$ cat src/rtl/game_pkg.sv
`default_nettype none
// +----------------------------------------------------------------------+
// | Module      : game_pkg                                               |
// | Description : Shared types and constants for the game screen path:   |
// |               screen identifiers, fetch FSM states, image geometry.  |
// | Revision    : 1.0 - initial release                                  |
// +----------------------------------------------------------------------+
package game_pkg;

  // Full-screen image selector; the encoding doubles as the ROM select.
  typedef enum logic [1:0] {
    START   = 2'd0,
    KEEPER  = 2'd1,
    SHOOTER = 2'd2
  } screen_t;

  // Fetch FSM: hold the picture dark until a clean frame start is seen.
  typedef enum logic [0:0] {
    WAIT_SOF = 1'b0,
    RUN      = 1'b1
  } fetch_state_t;

  localparam int          HOR_PIXELS = 1024;
  localparam int          VER_PIXELS = 768;
  localparam logic [11:0] BG_COLOR   = 12'h000;

  // The reserved request code falls back to the start screen.
  function automatic screen_t decode_screen(input logic [1:0] req);
    screen_t s;
    case (req)
      2'd1:    s = KEEPER;
      2'd2:    s = SHOOTER;
      default: s = START;
    endcase
    return s;
  endfunction

endpackage
`default_nettype wire

$ cat src/rtl/vga_delay.sv
`default_nettype none
// +----------------------------------------------------------------------+
// | Module      : vga_delay                                              |
// | Description : Fixed-depth delay line for the VGA timing bundle       |
// |               (counts, syncs, blanks) so that draw blocks can keep   |
// |               timing aligned with their pixel pipeline.              |
// | Revision    : 1.0 - initial release                                  |
// +----------------------------------------------------------------------+
module vga_delay #(
  parameter int DEPTH = 3
) (
  input  logic        clk,
  input  logic        rst_n,
  input  logic [10:0] hcount_i,
  input  logic [10:0] vcount_i,
  input  logic        hsync_i,
  input  logic        vsync_i,
  input  logic        hblnk_i,
  input  logic        vblnk_i,
  output logic [10:0] hcount_o,
  output logic [10:0] vcount_o,
  output logic        hsync_o,
  output logic        vsync_o,
  output logic        hblnk_o,
  output logic        vblnk_o
);

  localparam int BUNDLE_W = 26;

  logic [BUNDLE_W-1:0] stage_q [DEPTH];
  logic [BUNDLE_W-1:0] bundle_d;

  assign bundle_d = {hcount_i, vcount_i, hsync_i, vsync_i, hblnk_i, vblnk_i};

  // Shift the timing bundle one stage per clock.
  always_ff @(posedge clk or negedge rst_n) begin
    if (!rst_n) begin
      for (int i = 0; i < DEPTH; i++) stage_q[i] <= '0;
    end else begin
      stage_q[0] <= bundle_d;
      for (int i = 1; i < DEPTH; i++) stage_q[i] <= stage_q[i-1];
    end
  end

  assign {hcount_o, vcount_o, hsync_o, vsync_o, hblnk_o, vblnk_o} = stage_q[DEPTH-1];

endmodule
`default_nettype wire

$ cat src/rtl/screen_rom_fetch.sv
`default_nettype none
// +----------------------------------------------------------------------+
// | Module      : screen_rom_fetch                                       |
// | Description : Turns VGA timing into full-screen ROM addresses, picks |
// |               the ROM for the active screen, captures the returned   |
// |               pixel and re-aligns timing to it (3-cycle latency).    |
// |               Screen changes are applied only at start of frame.     |
// | Revision    : 1.0 - initial release                                  |
// +----------------------------------------------------------------------+
module screen_rom_fetch #(
  parameter int                    ADDR_WIDTH = 20,
  parameter int                    DATA_WIDTH = 12,
  parameter int                    IMG_W      = game_pkg::HOR_PIXELS,
  parameter int                    IMG_H      = game_pkg::VER_PIXELS,
  parameter logic [DATA_WIDTH-1:0] BG_COLOR   = DATA_WIDTH'(game_pkg::BG_COLOR),
  parameter int                    ROM_LAT    = 1
) (
  input  logic                  clk,
  input  logic                  rst_n,
  input  logic [1:0]            screen_req,
  input  logic [10:0]           hcount_in,
  input  logic [10:0]           vcount_in,
  input  logic                  hsync_in,
  input  logic                  vsync_in,
  input  logic                  hblnk_in,
  input  logic                  vblnk_in,
  output logic [ADDR_WIDTH-1:0] rom_addr,
  output logic [1:0]            rom_sel,
  input  logic [DATA_WIDTH-1:0] rom_data,
  output logic [10:0]           hcount_out,
  output logic [10:0]           vcount_out,
  output logic                  hsync_out,
  output logic                  vsync_out,
  output logic                  hblnk_out,
  output logic                  vblnk_out,
  output logic [DATA_WIDTH-1:0] rgb_out,
  output logic [1:0]            screen_active
);

  import game_pkg::*;

  // Address stage + ROM read + output stage.
  localparam int PIPE_DEPTH = ROM_LAT + 2;

  fetch_state_t state_q, state_d;
  screen_t      screen_active_q, screen_active_d;
  screen_t      req_screen;
  logic         sof;

  // Stage 1: address, select and per-pixel qualifiers.
  logic [ADDR_WIDTH-1:0] rom_addr_q, rom_addr_d;
  screen_t               rom_sel_q, rom_sel_d;
  logic                  in_img1_q, in_img_d;
  logic                  blank1_q, blank_d;
  logic                  show1_q, show_d;
  // Stage 2: qualifiers travelling alongside the ROM read.
  logic                  in_img2_q, blank2_q, show2_q;
  // Stage 3: final pixel.
  logic [DATA_WIDTH-1:0] rgb_q, rgb_d;

  assign sof        = (hcount_in == 11'd0) && (vcount_in == 11'd0);
  assign req_screen = decode_screen(screen_req);

  // Modular arithmetic at ADDR_WIDTH equals full-width product then truncation.
  assign rom_addr_d = ADDR_WIDTH'(vcount_in) * ADDR_WIDTH'(IMG_W) + ADDR_WIDTH'(hcount_in);
  // The SOF pixel already fetches from the newly requested screen.
  assign rom_sel_d  = sof ? req_screen : screen_active_q;
  assign blank_d    = hblnk_in | vblnk_in;
  assign in_img_d   = (32'(hcount_in) < 32'(IMG_W)) && (32'(vcount_in) < 32'(IMG_H)) && !blank_d;
  // A pixel is shown only if it belongs to a frame whose start was seen,
  // so no partial frame leaks out after reset.
  assign show_d     = (state_q == RUN) || sof;

  // FSM state and active-screen register.
  always_ff @(posedge clk or negedge rst_n) begin
    if (!rst_n) begin
      state_q         <= WAIT_SOF;
      screen_active_q <= START;
    end else begin
      state_q         <= state_d;
      screen_active_q <= screen_active_d;
    end
  end

  // Next state: leave WAIT_SOF on frame start; latch the screen at every SOF.
  always_comb begin
    state_d         = state_q;
    screen_active_d = screen_active_q;
    case (state_q)
      WAIT_SOF: if (sof) state_d = RUN;
      RUN:      state_d = RUN;
      default:  state_d = WAIT_SOF;
    endcase
    if (sof) screen_active_d = req_screen;
  end

  // Pixel pipeline registers for stages 1 to 3.
  always_ff @(posedge clk or negedge rst_n) begin
    if (!rst_n) begin
      rom_addr_q <= '0;
      rom_sel_q  <= START;
      in_img1_q  <= 1'b0;
      blank1_q   <= 1'b0;
      show1_q    <= 1'b0;
      in_img2_q  <= 1'b0;
      blank2_q   <= 1'b0;
      show2_q    <= 1'b0;
      rgb_q      <= '0;
    end else begin
      rom_addr_q <= rom_addr_d;
      rom_sel_q  <= rom_sel_d;
      in_img1_q  <= in_img_d;
      blank1_q   <= blank_d;
      show1_q    <= show_d;
      in_img2_q  <= in_img1_q;
      blank2_q   <= blank1_q;
      show2_q    <= show1_q;
      rgb_q      <= rgb_d;
    end
  end

  // Output colour: dark when hidden or blanked, background outside the image.
  always_comb begin
    rgb_d = '0;
    if (show2_q && !blank2_q) begin
      rgb_d = in_img2_q ? rom_data : BG_COLOR;
    end
  end

  vga_delay #(
    .DEPTH (PIPE_DEPTH)
  ) u_vga_delay (
    .clk      (clk),
    .rst_n    (rst_n),
    .hcount_i (hcount_in),
    .vcount_i (vcount_in),
    .hsync_i  (hsync_in),
    .vsync_i  (vsync_in),
    .hblnk_i  (hblnk_in),
    .vblnk_i  (vblnk_in),
    .hcount_o (hcount_out),
    .vcount_o (vcount_out),
    .hsync_o  (hsync_out),
    .vsync_o  (vsync_out),
    .hblnk_o  (hblnk_out),
    .vblnk_o  (vblnk_out)
  );

  assign rom_addr      = rom_addr_q;
  assign rom_sel       = rom_sel_q;
  assign rgb_out       = rgb_q;
  assign screen_active = screen_active_q;

endmodule
`default_nettype wire
$ cat config.mk
export PLATFORM = sky130hd
export DESIGN_NAME = screen_rom_fetch
export DESIGN_NICKNAME = d
export VERILOG_FILES = /design/src/rtl/game_pkg.sv /design/src/rtl/vga_delay.sv /design/src/rtl/screen_rom_fetch.sv
export SDC_FILE = /design/constraint.sdc
export NUM_CORES = 1
export LEC_CHECK = 0
export CORE_UTILIZATION = 45
export DETAILED_ROUTE_END_ITERATION = 8
export PLACE_DENSITY = 0.86
export SYNTH_ARGS = -nofsm -noshare
export SYNTH_HDL_FRONTEND = slang
export SYNTH_SLANG_ARGS = --single-unit
$ cat constraint.sdc
create_clock -name clk -period 2.3 [get_ports clk]
set_input_delay 0.46 -clock clk [delete_from_list [all_inputs] [get_ports clk]]
set_output_delay 0.46 -clock clk [all_outputs]
set_load 0.05 [all_outputs]
==> out/summary.txt, run 1 <==
slowest cell on the critical path -> clkdlybuf4s50_1
final max-slew violation count -> 0
relative slew slack -> 62.72%
number of fill cells -> 574
placeable core area -> 7214 sq um
initial DRC count -> 38
Initial Util -> 46.41%
Antenna Cells -> 0
post-synthesis sequential area ratio -> 80.72%
Synth Net Count -> 238
Synth area leader -> dfrtp_1
R2R Path Start -> show2_q
number of synthesized register bits -> 108
Die H -> 88.26 um
Reg2Reg Setup Slack -> 1200 ps
WP depth -> 1
Port Buffers -> 103
syn avg cell area -> 17.26 sq um
worst-margin pin slew -> 557.2 ps
first-pass GRT wire length -> 8.452 mm
cts repair resizes -> 0
antenna viol nets, final -> 0
CP startpoint -> rom_sel[1]
first-pass iteration count of the detailed router -> 4
f_max -> 0.4888 GHz
Placed Area -> 4337 sq um
Setup crit end kind -> output port
status -> complete, no violations
Setup Fix Bufs, Post-CTS -> 0
Reg2Reg Depth -> 3
sequential standard cell area -> 2703 sq um
H-tree depth -> 3
capture point of the worst path -> rom_sel[1]
crit share post-route -> 88.95%
Skew-Pair Late Insertion Delay -> 350 ps
delay-heaviest family, CP -> buffers and inverters
Die ar. -> 7790 sq um
Setup Crit Path Kind -> reg -> out
vias in the first global route -> 1627
initial antenna violation count -> 0
Die W -> 88.26 um
number of remaining DRC errors -> 0
Finished Cell Area -> 4547 sq um
library cells used by synthesis -> 22
grt total ovfl -> 0
largest net degree at the start of global routing -> 56
commonest non-fill, non-tap cell in the layout -> dfrtp_1
row count -> 31
worst path buffer plus inverter count -> 1
Max Cap Viol -> 0
startpoint types -> flop
cell at the root of the clock tree -> clkbuf_8
WP data required -> 1840 ps
Final Non-Filler Cells -> 388
worst path cell trace -> clkdlybuf4s50_1
final net count -> 328
Yosys top cell area share -> 80.72%
VDD IR max -> 394.6 uV
Area growth syn-to-layout -> 35.80%
Vias -> 1633
gp weighted congestion -> 0.7865
Placed Cells -> 372
Post-Syn Area -> 3348 sq um
PwrDens -> 786.7 nW/um^2
Total GRT Usage -> 15.33%
Final TNS setup -> 0 ps
dpl hpwl -> 4.050 mm
largest cells by area after synthesis -> dfrtp_1 81%, buf_4 7.6%, and2_1 2.2%, nor4_4 1.3%, xnor2_1 1.0%
Routed WL -> 5.502 mm
worst-path fanout max -> 3
Tmin final -> 2046 ps
TritonCTS clock tree -> built
I/O pin cnt -> 104
Setup Skew -> 9.388 ps
area of the multi-input gates -> 379.1 sq um
Syn Inst Count -> 194
layout cell share with drive strength beyond 1 -> 11.42%
routed len/inst -> 14.18 um
final setup violating endpoints -> 0
Post-CTS Hold Buffers -> 0
Largest stage delay, worst path -> 830 ps
TritonCTS Buffers -> 9
synth warn -> 0
Max clock buf depth -> 2
leading cell types in the layout, fill and taps excluded -> 108 x dfrtp_1, 102 x clkdlybuf4s50_1, 12 x and2_1
Final Hold Viols -> 0
CP arrival -> 1590 ps
RSZ-0062 raised after global routing -> false
P_leak -> 0.001999 uW
Reg-to-Reg End -> rgb_out[2]
total clock sinks -> 108
vias per inst -> 4.209
Worst Hold Class -> in -> async
clk slew on worst S/H paths -> 90 ps
[cell usage after synthesis]
cell,n
and2_1,12
nor4_2,1
xor2_1,4
nand3_1,4
mux2_4,2
nand4_1,2
inv_1,2
or4_4,1
nor3_1,1
xnor2_1,4
dfrtp_1,108
a2111oi_0,1
nor4_1,2
nand2_1,2
ha_1,2
nor2_1,4
clkbuf_1,1
buf_4,34
and3_1,1
or2_1,2
nor4_4,2
nor2b_1,2
[report_power, final]
part | switching [uW] | internal (uW)
combinational | 258 | 160
clock | 586 | 569
sequential | 23.5 | 1980
[final cells by class]
type                            count  share of cell area, %
Multi-Input combinational cell     49                  8.338
Clock buffer                       12                  3.412
Sequential cell                   108                  59.44
Tap cell                           99                  2.724
Inverter                            2                 0.1651
Timing Repair Buffer              114                  24.71
Clock inverter                      4                  1.211
[metrics by stage]
stage	util (%)	power [uW]	hold slack [ps]	setup WS, ps
after CTS	63.02	3627	54.24	236.6
after global routing	63.02	3737	55.59	164.5
after floorplan	-	2263	164.4	654.5
final	63.02	3577	50.35	254.2
after detailed placement	60.11	2468	334.7	-83.39
after global placement	60.11	2459	332.2	-18.52
[sequential cells by signal, indices dropped and copies added (netlist names), 2 cells and up]
signal and flops:
rom_sel 2, u_vga_delay.stage_q 52, u_vga_delay.vcount_o 11, rgb_out 12, u_vga_delay.hcount_o 11, rom_addr 10
[cells by family (layout without fill, tap and decap cells)]
kind of cell             count (synthesis)  in the layout  share of synthesized area (%)
multiplexers                             2              2                         0.8969
buffers and inverters                   37            132                          7.959
flip-flops                             108            108                          80.72
AND/OR/NAND/NOR                         36             36                          7.324
adder cells (fa/ha/maj)                  2              2                         0.7473
XOR/XNOR                                 8              8                          2.092
AO/OA/AOI/OAI                            1              1                         0.2616
[worst min-delay path by stage]
stage                     cells after the start  slack, ps                 endpoint
after floorplan                               0        160                 blank1_q
after global placement                        0        330  u_vga_delay.hcount_o[9]
after detailed placement                      0        330                in_img2_q
after CTS                                     1         50  u_vga_delay.vcount_o[8]
after global routing                          1         60  u_vga_delay.vcount_o[8]
final                                         1         50  u_vga_delay.vcount_o[8]
[worst register-to-register path: cells and delay by family, from the launching register on]
kind             cells  cell delay, ps
AND/OR/NAND/NOR      3             710
flip-flops           1             340
[per-layer routing]
metal	up-vias	share of wire, %	global-route usage, %
met3	4	6.0	5.224
met4	0	1.0	7.038
met2	62	51	23.29
li1	766	-	-
met5	-	0	0
met1	801	42	20.15
Note: power is estimated with default switching activity, not from simulation.
==> run 2, diff against run 1 <==
- RECOVER_POWER: unset -> 50
==> run 2 against run 1 <==
The flow now finishes with violations (capacitance limit, slew limit). Clock-buffer cell count unchanged. Largest power group unchanged. Fmax down 0.39%. Sequential share of layout area up 0.15 points. Sequential power about the same. Sequential cell count unchanged.
==> out/summary.txt, run 2 (same netlist as run 1, synthesis figures left out) <==
status -> finished with violations
failing checks -> capacitance limit, slew limit
Routed WL -> 5.502 mm (unchanged)
leading cell types in the layout, fill and taps excluded -> 108 x dfrtp_1, 86 x clkdlybuf4s50_1, 16 x dlygate4sd3_1
final setup violating endpoints -> 0 (unchanged)
cell at the root of the clock tree -> clkbuf_8
relative slew slack -> -27.30% (-90 points)
VDD IR max -> 394.6 uV (about the same)
Port Buffers -> 103 (unchanged)
WP data required -> 2530 ps (+690 ps)
worst-margin pin slew -> 1909 ps (+1352 ps)
vias per inst -> 4.209 (unchanged)
CP startpoint -> hcount_in[1]
Tmin final -> 2054 ps (+8.004 ps)
slowest cell on the critical path -> dlygate4sd3_1
grt total ovfl -> 0 (unchanged)
Skew-Pair Late Insertion Delay -> 350 ps (about the same)
Reg-to-Reg End -> rgb_out[2]
Largest register FFs -> 52 (unchanged)
Total GRT Usage -> 15.33% (unchanged)
Reg2Reg Depth -> 3 (unchanged)
Worst Hold Class -> reg -> reg
worst path buffer plus inverter count -> 1 (unchanged)
crit share post-route -> 89.30% (+0.35 points)
final max-slew violation count -> 35 (+35)
first-pass GRT wire length -> 8.452 mm (unchanged)
vias in the first global route -> 1627 (unchanged)
Max clock buf depth -> 2 (unchanged)
R2R Path Start -> show2_q
placeable core area -> 7214 sq um (unchanged)
Final TNS setup -> 0 ps (unchanged)
TritonCTS clock tree -> built
Initial Util -> 46.41% (unchanged)
sequential share of power -> 56.1% (about the same)
Final Hold Viols -> 0 (unchanged)
Final Total Pwr -> 3570 uW (-0.21%)
Setup crit end kind -> flop
row count -> 31 (unchanged)
cts repair resizes -> 0 (unchanged)
layout cell share with drive strength beyond 1 -> 10.38% (-1.0 points)
Setup Crit Path Kind -> in -> reg
CP arrival -> 2290 ps (+700 ps)
PwrDens -> 787.0 nW/um^2 (about the same)
final setup margin -> 246.2 ps (-8.004 ps)
total clock sinks -> 108 (unchanged)
Pint -> 2703 uW (-0.27%)
WP depth -> 5 (+4)
Post-CTS Hold Buffers -> 0 (unchanged)
initial antenna violation count -> 0 (unchanged)
Die ar. -> 7790 sq um (unchanged)
Switching Fraction -> 24.29% (+0.049 points)
Reg2Reg Setup Slack -> 1200 ps (about the same)
Die W -> 88.26 um (unchanged)
Clock power frac -> 32.4% (about the same)
number of remaining DRC errors -> 0 (unchanged)
worst path cell trace -> dlygate4sd3_1, nor4_1, nand4_1, nor4_4, mux2_4
dpl hpwl -> 4.050 mm (unchanged)
largest net degree at the start of global routing -> 56 (unchanged)
worst slack, placed -> -83.39 ps (unchanged)
P_leak -> 0.001993 uW (-0.33%)
I/O pin cnt -> 104 (unchanged)
Vias -> 1633 (unchanged)
Final Non-Filler Cells -> 388 (unchanged)
commonest non-fill, non-tap cell in the layout -> dfrtp_1
WHS -> 346.1 ps (+295.8 ps)
delay-heaviest family, CP -> simple AND/OR/NAND/NOR gates
final net count -> 328 (unchanged)
Area growth syn-to-layout -> 35.46%
capture point of the worst path -> rom_sel[1]
H-tree depth -> 3 (unchanged)
Placed Cells -> 372 (unchanged)
Setup Fix Bufs, Post-CTS -> 0 (unchanged)
Antenna Cells -> 0 (unchanged)
gp weighted congestion -> 0.7865 (unchanged)
RSZ-0062 raised after global routing -> false
TritonCTS Buffers -> 9 (unchanged)
Max Cap Viol -> 1 (+1)
routed len/inst -> 14.18 um (unchanged)
f_max -> 0.4869 GHz (-0.39%)
min-delay src -> u_vga_delay.stage_q[47]
Largest stage delay, worst path -> 580 ps (-250 ps)
Sw Pwr -> 867.1 uW (about the same)
Die H -> 88.26 um (unchanged)
Comb pwr share -> 11.5% (-0.2 points)
first-pass iteration count of the detailed router -> 4 (unchanged)
startpoint types -> input port
largest register by flop count -> u_vga_delay.stage_q
initial DRC count -> 29 (-24%)
worst-path fanout max -> 3 (unchanged)
antenna viol nets, final -> 0 (unchanged)
clk slew on worst S/H paths -> 90 ps (about the same)
Setup Skew -> 9.658 ps (+0.2698 ps)
run 2: worst min path at each step:
stage                                    to  cells after the start
floorplan                          blank1_q                      0
global placement    u_vga_delay.hcount_o[9]                      0
detailed placement                in_img2_q                      0
CTS                 u_vga_delay.vcount_o[8]                      1
global route        u_vga_delay.hcount_o[6]                      0
finish              u_vga_delay.hcount_o[6]                      0
run 2: routing by layer:
metal	global-route usage (%)	share of wire, %	vias up
met1	20.15	42	803
met4	7.038	1.0	0
met5	0	0	-
met2	23.29	51	60
met3	5.224	5.9	4
li1	-	-	766
run 2: stage by stage:
stage               utilization (%)  instance area (sq um)
CTS                           63.02                   4547
global placement              60.11                   4337
global route                  62.87                   4536
detailed placement            60.11                   4337
floorplan                         -                   3348
finish                        62.87                   4536
run 2: cell type report:
type | count | area [sq um]
clock buffers | 12 | 155.1
clock inverters | 4 | 55.05
fillers | 573 | 2679
inverters | 2 | 7.507
multi-input cells | 49 | 379.1
flip-flops and latches | 108 | 2703
well taps | 99 | 123.9
repair buffers | 114 | 1112
run 2: power by group through the flow:
stage / logic, uW / clock network (uW) / registers, uW
detailed placement: 424 / 0 / 2040
global placement: 420 / 0 / 2040
floorplan: 167 / 0 / 2100
finish: 411 / 1150 / 2000
global route: 436 / 1280 / 2010
CTS: 425 / 1200 / 2010
==> run 3, diff against run 2 <==
- CORE_MARGIN: unset -> 1
==> results of run 3 <==
No change in the layout: final DEF, timing and power equal those of run 2.
